File: src/rtl/mult_div_unit.sv
// mult_div_unit: iterative 32-iteration shift-add multiplier / restoring divider
// with Hi/Lo result registers, MTHI/MTLO writes and a Busy/Done handshake.
`default_nettype none

module mult_div_unit #(
  parameter int WIDTH = 32
) (
  input  logic             clk_i,
  input  logic             rst_ni,
  input  logic             start_i,
  input  logic [1:0]       op_i,
  input  logic [WIDTH-1:0] operand_a_i,
  input  logic [WIDTH-1:0] operand_b_i,
  input  logic             hi_write_i,
  input  logic             lo_write_i,
  input  logic [WIDTH-1:0] write_data_i,
  output logic [WIDTH-1:0] hi_o,
  output logic [WIDTH-1:0] lo_o,
  output logic             busy_o,
  output logic             done_o
);

  localparam int CW = $clog2(WIDTH);

  typedef enum logic [1:0] {
    IDLE = 2'd0,
    RUN  = 2'd1,
    FIX  = 2'd2
  } state_e;

  state_e               state_q, state_d;
  logic                 is_div_q, is_div_d;
  logic                 neg_res_q, neg_res_d;
  logic                 neg_rem_q, neg_rem_d;
  logic [WIDTH-1:0]     a_q, a_d;
  logic [WIDTH-1:0]     b_q, b_d;
  logic [WIDTH-1:0]     hi_q, hi_d;
  logic [WIDTH-1:0]     lo_q, lo_d;
  logic [2*WIDTH-1:0]   acc_q, acc_d;
  logic [CW-1:0]        cnt_q, cnt_d;
  logic                 busy_q, busy_d;
  logic                 done_q, done_d;

  // Operand magnitudes for signed ops (op_i[0]==0 means signed).
  logic                 a_neg, b_neg;
  logic [WIDTH-1:0]     a_mag, b_mag;

  assign a_neg = ~op_i[0] & operand_a_i[WIDTH-1];
  assign b_neg = ~op_i[0] & operand_b_i[WIDTH-1];
  assign a_mag = a_neg ? (~operand_a_i + 1'b1) : operand_a_i;
  assign b_mag = b_neg ? (~operand_b_i + 1'b1) : operand_b_i;

  logic [WIDTH:0]       mul_sum;
  logic [WIDTH:0]       div_cand;
  logic [WIDTH:0]       div_diff;
  logic                 div_ge;
  logic [2*WIDTH-1:0]   prod_fix;
  logic [WIDTH-1:0]     quo_fix, rem_fix, a_orig;

  assign mul_sum  = {1'b0, acc_q[2*WIDTH-1:WIDTH]} + (acc_q[0] ? {1'b0, a_q} : {(WIDTH+1){1'b0}});
  // Remainder shifted left with the next dividend bit brought in.
  assign div_cand = acc_q[2*WIDTH-1:WIDTH-1];
  assign div_diff = div_cand - {1'b0, b_q};
  assign div_ge   = ~div_diff[WIDTH];

  assign prod_fix = neg_res_q ? (~acc_q + 1'b1) : acc_q;
  assign quo_fix  = neg_res_q ? (~acc_q[WIDTH-1:0] + 1'b1) : acc_q[WIDTH-1:0];
  assign rem_fix  = neg_rem_q ? (~acc_q[2*WIDTH-1:WIDTH] + 1'b1) : acc_q[2*WIDTH-1:WIDTH];
  assign a_orig   = neg_rem_q ? (~a_q + 1'b1) : a_q;

  always_comb begin
    state_d   = state_q;
    is_div_d  = is_div_q;
    neg_res_d = neg_res_q;
    neg_rem_d = neg_rem_q;
    a_d       = a_q;
    b_d       = b_q;
    hi_d      = hi_q;
    lo_d      = lo_q;
    acc_d     = acc_q;
    cnt_d     = cnt_q;
    unique case (state_q)
      IDLE: begin
        if (hi_write_i) hi_d = write_data_i;
        if (lo_write_i) lo_d = write_data_i;
        if (start_i) begin
          state_d   = RUN;
          is_div_d  = op_i[1];
          a_d       = a_mag;
          b_d       = b_mag;
          neg_res_d = a_neg ^ b_neg;
          neg_rem_d = a_neg;
          cnt_d     = '0;
          acc_d     = op_i[1] ? {{WIDTH{1'b0}}, a_mag} : {{WIDTH{1'b0}}, b_mag};
        end
      end
      RUN: begin
        cnt_d = cnt_q + 1'b1;
        if (is_div_q) begin
          acc_d = {(div_ge ? div_diff[WIDTH-1:0] : div_cand[WIDTH-1:0]),
                   acc_q[WIDTH-2:0], div_ge};
        end else begin
          acc_d = {mul_sum, acc_q[WIDTH-1:1]};
        end
        if (cnt_q == CW'(WIDTH-1)) state_d = FIX;
      end
      FIX: begin
        state_d = IDLE;
        if (!is_div_q) begin
          hi_d = prod_fix[2*WIDTH-1:WIDTH];
          lo_d = prod_fix[WIDTH-1:0];
        end else if (b_q == '0) begin
          // Divide by zero reports all-ones quotient and the original dividend.
          hi_d = a_orig;
          lo_d = '1;
        end else begin
          hi_d = rem_fix;
          lo_d = quo_fix;
        end
      end
      default: state_d = IDLE;
    endcase
    busy_d = (state_d != IDLE);
    done_d = (state_q == FIX);
  end

  always_ff @(posedge clk_i or negedge rst_ni) begin
    if (!rst_ni) begin
      state_q   <= IDLE;
      is_div_q  <= 1'b0;
      neg_res_q <= 1'b0;
      neg_rem_q <= 1'b0;
      a_q       <= '0;
      b_q       <= '0;
      hi_q      <= '0;
      lo_q      <= '0;
      acc_q     <= '0;
      cnt_q     <= '0;
      busy_q    <= 1'b0;
      done_q    <= 1'b0;
    end else begin
      state_q   <= state_d;
      is_div_q  <= is_div_d;
      neg_res_q <= neg_res_d;
      neg_rem_q <= neg_rem_d;
      a_q       <= a_d;
      b_q       <= b_d;
      hi_q      <= hi_d;
      lo_q      <= lo_d;
      acc_q     <= acc_d;
      cnt_q     <= cnt_d;
      busy_q    <= busy_d;
      done_q    <= done_d;
    end
  end

  assign hi_o   = hi_q;
  assign lo_o   = lo_q;
  assign busy_o = busy_q;
  assign done_o = done_q;

endmodule

`default_nettype wire

File: config.mk
export PLATFORM = sky130hd
export DESIGN_NAME = mult_div_unit
export DESIGN_NICKNAME = d
export VERILOG_FILES = /design/src/rtl/mult_div_unit.sv
export SDC_FILE = /design/constraint.sdc
export NUM_CORES = 1
export LEC_CHECK = 0
export CAP_MARGIN = 20
export CORE_AREA = 2 2 290 206
export CTS_BUF_LIST = sky130_fd_sc_hd__clkbuf_8
export CTS_CLUSTER_SIZE = 28
export DETAILED_ROUTE_END_ITERATION = 7
export DIE_AREA = 0 0 292 208
export SYNTH_ARGS = -nofsm -noshare
export SYNTH_HDL_FRONTEND = slang
export SYNTH_SLANG_ARGS = --single-unit
File: constraint.sdc
create_clock -name clk_i -period 8.2 [get_ports clk_i]
set_input_delay 1.64 -clock clk_i [delete_from_list [all_inputs] [get_ports clk_i]]
set_output_delay 1.64 -clock clk_i [all_outputs]
set_load 0.05 [all_outputs]
# Word level (Yosys, flattened, before mapping)
# Cells that the tools add are included.
[word_totals]
out_inout_bits = 66
word_cells = 72
in_bits = 103
register_bits = 204
[op_classes]
n_eq_ne = 6
mux = 25
addsub = 9
reduce_logical = 9
bitwise_logic = 11
[op_table]
columns = ["cell", "count"]
rows = [
  ["32-bit two-way mux", 14],
  ["64-bit two-way mux", 3],
  ["32-bit by 1-bit adder with 32-bit output, second input constant", 5],
  ["32-bit NOT", 5],
  ["32-bit one-hot mux with 2 select lines", 2],
  ["64-bit one-hot mux with 2 select lines", 1],
  ["64-bit by 1-bit adder with 64-bit output, second input constant", 1],
  ["64-bit NOT", 1],
  ["32-bit by 32-bit adder with 33-bit output", 1],
  ["33-bit by 32-bit subtractor with 33-bit output", 1],
  ["32-bit logical NOT", 1],
  ["5-bit one-hot mux with 2 select lines", 1],
  ["2-bit AND reduction", 4],
  ["2-bit != test, second input constant", 3],
  ["2-bit nonzero test", 3],
  ["5-bit by 1-bit adder with 5-bit output, second input constant", 1],
  ["5-bit == test, second input constant", 1],
  ["5-bit two-way mux", 1],
  ["2-bit two-way mux", 2],
  ["2-bit one-hot mux with 2 select lines", 1],
  ["1-bit AND", 2],
  ["2-bit by 1-bit == test with 1-bit output, second input constant", 1],
  ["2-bit == test, second input constant", 1],
  ["2-bit logical NOT", 1],
  ["2 further kinds", 3],
]

# Depth between registers and ports, before layout
[depth]
depth_word = 6
depth_mapped = 16

# Worst setup path before layout
# OpenSTA, ideal clock, no wires.
[synth_timing]
kind = "input to register"
start = "in operand_a_i[3]"
end = "reg acc_q[28]"
slack_ns = 4.444
arrival_ns = 3.690
setup_ns = 0.066
t_required_ns = 8.134
cell_stages = 9
cell_sequence = "or3_1 -> nor4b_1 -> a21o_1 -> o21a_1 -> o21ai_0 -> xnor2_1 -> or2_2 -> o211ai_1 -> a22o_1"
[synth_between]
elab_chain_len = 6
[synth_lines]
columns = ["element", "line_no", "source"]
rows = [
  ["start, declared", "12", "input logic [WIDTH-1:0] operand_a_i,"],
  ["32-bit NOT", "50", "assign a_mag = a_neg ? (~operand_a_i + 1'b1) : operand_a_i;"],
  ["32-bit by 1-bit adder with 32-bit output", "50", ""],
  ["32-bit two-way mux", "50", ""],
  ["32-bit two-way mux", "94", "acc_d = op_i[1] ? {{WIDTH{1'b0}}, a_mag} : {{WIDTH{1'b0}}, b_mag};"],
  ["64-bit two-way mux", "86", "if (start_i) begin"],
  ["64-bit one-hot mux with 2 select lines", "82", "unique case (state_q)"],
  ["end signal, assigned", "137", "acc_q <= '0;"],
  ["end signal, assigned", "150", "acc_q <= acc_d;"],
  ["end, declared", "39", "logic [2*WIDTH-1:0] acc_q, acc_d;"],
]
# Every way passes these cells. The select of a mux whose other input is x is not followed.
# A chain may end at the register's enable or synchronous reset.

# Worst setup path in the final report
[layout_timing]
start = "in start_i"
end = "reg b_q[15]"
[layout_between]
elab_chain_len = 1
[layout_lines]
columns = ["element", "line_no", "source"]
rows = [
  ["start, declared", "10", "input logic start_i,"],
  ["2-bit AND reduction (no source line)", "--", ""],
  ["end signal, assigned", "134", "b_q <= '0;"],
  ["end signal, assigned", "147", "b_q <= b_d;"],
  ["end, declared", "36", "logic [WIDTH-1:0] b_q, b_d;"],
]
# Every way passes these cells.

==> results.txt <==
Status = finished clean
Syn Inst Count = 2243
WL met3 = 7910 um
Req. time, crit path = 8.62 ns
CP max FO = 93
Worst Setup End Kind = flop
Max-Cap Viols = 0
Commonest non-fill, non-tap cells in the layout = 306 x nand2_1, 284 x o21ai_0, 202 x dfrtp_1, 167 x a21oi_1, 167 x clkdlybuf4s50_1
Tot Pwr = 9610 uW
Synth Area in Simple Gates = 19.7%
Initial antenna violation count = 1
Nets = 2501
Final Skew = 0.0353 ns
Register bit total from synthesis = 204
Core area = 57900 um2
Setup bufs post-CTS = 0
Seq/Total Area, Yosys = 29.6%
CTS max path bufs = 3
Avg Cell Area, Syn = 7.70 um2
DR WL/cell = 22.8 um
First-pass GRT wire length = 107000 um
Largest net degree at the start of global routing = 146
CTS root buffer = clkbuf_8
Relative slew slack = 31.8%
Vias in the first global route = 16800
Pwr dens = 472 nW/um2
Die H = 208 um
Crit start category = input pin
H-tree depth = 2
TritonRoute pass-1 iters = 5
Worst skew pair latency = 0.59 ns
Post-synth EDFFs = 0
DP Wirelength = 55500 um
FMAX = 0.218 GHz
Most used DFF post-synth = dfrtp_1
Post-synth cell types = 72
Resize count post-CTS = 0
Die area = 60700 um2
Area Growth Syn to Fin = 17.7%
Class of the most critical setup path = in -> reg
Metal-1 WL = 33400 um
RSZ-0062 raised after global routing = no
Asr flop ratio synth = 100%
Largest family of logic cells by synthesized area = compound AO/OA/AOI/OAI gates
Net Count, Synth = 2419
Final period util = 56.0%
Chip Width = 292 um
Detailed-route vias per instance = 5.75
Post-Synth Adder-Cell Area = 5.37%
Complex-gate fraction of the synthesized area = 26.2%
Worst endpoint data arrival time = 5.01 ns
Grt total ovfl = 0
Site Rows = 74
Fraction of layout cells with a size suffix above 1 = 4.60%
Post-DRT Antenna Nets = 0
GR Util All Layers = 22.9%
Most common cell after layout, fill and taps aside = nand2_1
Lkg Pwr = 0.00832 uW
Residual DRC = 0
Metal2 WL = 28800 um
TritonCTS clock tree = yes
Final hold vios = 0
Port-buffer cells = 168
Total CTS buffers = 36
YS warnings = 0
Final setup fails = 0
Cts hold-fix bufs = 0
Vias = 17900
Total clock sinks = 204
# fillers = 5986
Worst hold path class = reg -> reg
Slew Limit Fails = 0
Top sig layer = met4
Fin Setup TNS = 0 ns
Clock slew at reported path FFs = 0.06 ns
Tmin final = 4.59 ns
First DRT Iteration DRCs = 2268
Worst-margin pin slew = 1.02 ns
IO Pins = 169
Cell area after synthesis = 17300 um2
GPL Wtd Cong = 0.944
Post-synthesis mux area share = 3.55%
Peak VDD IR = 213 uV
DRT Wirelength = 70900 um
Synth Area in XOR/XNOR = 10.8%
Initial Utilization = 29.9%
## critical path, stage by stage
cell and delay, ns:
clkdlybuf4s50_1 0.40, nor2_1 0.08, or2_2 0.11, buf_4 0.68, inv_1 0.42, nand2_2 0.86
buf_4 0.52, o21ai_0 0.17
## per-layer routing
| metal | up-vias | global-route usage [%] |
|---|---|---|
| met5 | - | 0 |
| met4 | 0 | 3.68 |
| met3 | 69 | 6.27 |
| met2 | 854 | 32.4 |
| met1 | 8722 | 34.6 |
| li1 | 8234 | - |
## state kept, by name (all words and copies together) (netlist names)
register	count
b_q	32
lo_o	32
neg_rem_q	1
state_q	2
is_div_q	1
a_q	32
neg_res_q	1
done_o	1
hi_o	32
cnt_q	5
acc_q	64
busy_o	1
## cells by family (layout without fill, tap and decap cells)
family,after synthesis,in the layout
adders and majority gates,73,73
AOI/OAI and AO/OA,750,750
other,0,1
and+or+nand+nor,725,725
buffers and inverters,218,325
DFF,204,204
muxes,60,60
xor gates and xnor gates,213,213
## final timing paths
path / from / endpoint / slack (ns) / cells past startpoint
worst max-delay path: start_i / b_q[15]$_DFFE_PN0P_ / 3.61 / 8
worst min-delay path: lo_o[20]$_DFFE_PN0P_ / lo_o[20]$_DFFE_PN0P_ / 0.48 / 2
worst max register to register: acc_q[31]$_DFFE_PN0P_ / acc_q[55]$_DFFE_PN0P_ / 3.83 / 13
worst min register to register: lo_o[20]$_DFFE_PN0P_ / lo_o[20]$_DFFE_PN0P_ / 0.48 / 2
max in group asynchronous: rst_ni / lo_o[3]$_DFFE_PN0P_ / 5.89 / 2
min in group asynchronous: rst_ni / acc_q[47]$_DFFE_PN0P_ / 1.02 / 1
## synth_stat cells (4+ instances only)
cell type / number / share of area, %
a211o_1: 5 / 0.25
a211oi_1: 23 / 1.0
a21boi_0: 9 / 0.39
a21o_1: 34 / 1.5
a21oi_1: 167 / 4.8
a221o_1: 5 / 0.29
a22o_1: 7 / 0.35
a22oi_1: 24 / 1.0
a31oi_1: 19 / 0.69
and2_1: 35 / 1.3
and3_1: 9 / 0.33
and4_1: 5 / 0.25
buf_1: 12 / 0.26
buf_2: 6 / 0.17
clkbuf_1: 128 / 2.8
dfrtp_1: 204 / 30
ha_1: 71 / 5.1
inv_1: 70 / 1.5
mux2i_1: 59 / 3.4
nand2_1: 307 / 6.7
nand2b_1: 27 / 0.98
nand3_1: 28 / 0.81
nand4_1: 16 / 0.58
nor2_1: 142 / 3.1
nor2b_1: 13 / 0.47
nor3_1: 44 / 1.3
nor4_1: 32 / 1.2
nor4b_1: 4 / 0.20
o211ai_1: 30 / 1.3
o21a_1: 12 / 0.52
o21ai_0: 284 / 8.2
o21bai_1: 8 / 0.35
o221ai_1: 11 / 0.56
o22ai_1: 38 / 1.4
o31ai_1: 26 / 1.1
o41ai_1: 11 / 0.56
or2_2: 11 / 0.40
or3_1: 29 / 1.1
or4_1: 13 / 0.56
xnor2_1: 132 / 6.7
xor2_1: 81 / 4.1
## final cells by class
cell class              count  area [um2]  share of cell area (%)
well taps                 760         951                    4.68
clock buffers              48         661                    3.25
multi-input cells        1821       11400                    55.8
clock inverters            15         110                   0.541
flip-flops and latches    204        5110                    25.1
inverters                  71         267                    1.31
diodes                      1        2.50                  0.0123
repair buffers            191        1880                    9.26
## per-stage QoR
step	area [um2]	worst slack (ns)	instances	util [%]	hold slack, ns
finish	20300	3.61	3111	35.1	0.482
CTS	20300	3.74	3109	35.1	0.485
global route	20300	3.33	3110	35.1	0.512
detailed placement	19500	3.15	3046	33.8	0.472
global placement	19500	3.19	3046	33.8	0.468
floorplan	17300	4.44	2243	-	0.449
## report_power, final
| part | leakage, uW | switching (uW) | total [uW] | internal [uW] |
|---|---|---|---|---|
| Sequential | 0.00252 | 919 | 2410 | 1490 |
| Clock | 0.000419 | 479 | 1040 | 560 |
| Combinational | 0.00539 | 3770 | 6160 | 2390 |
| Total | 0.00832 | 5170 | 9610 | 4440 |
No activity file was read; power rests on OpenSTA's default activity.
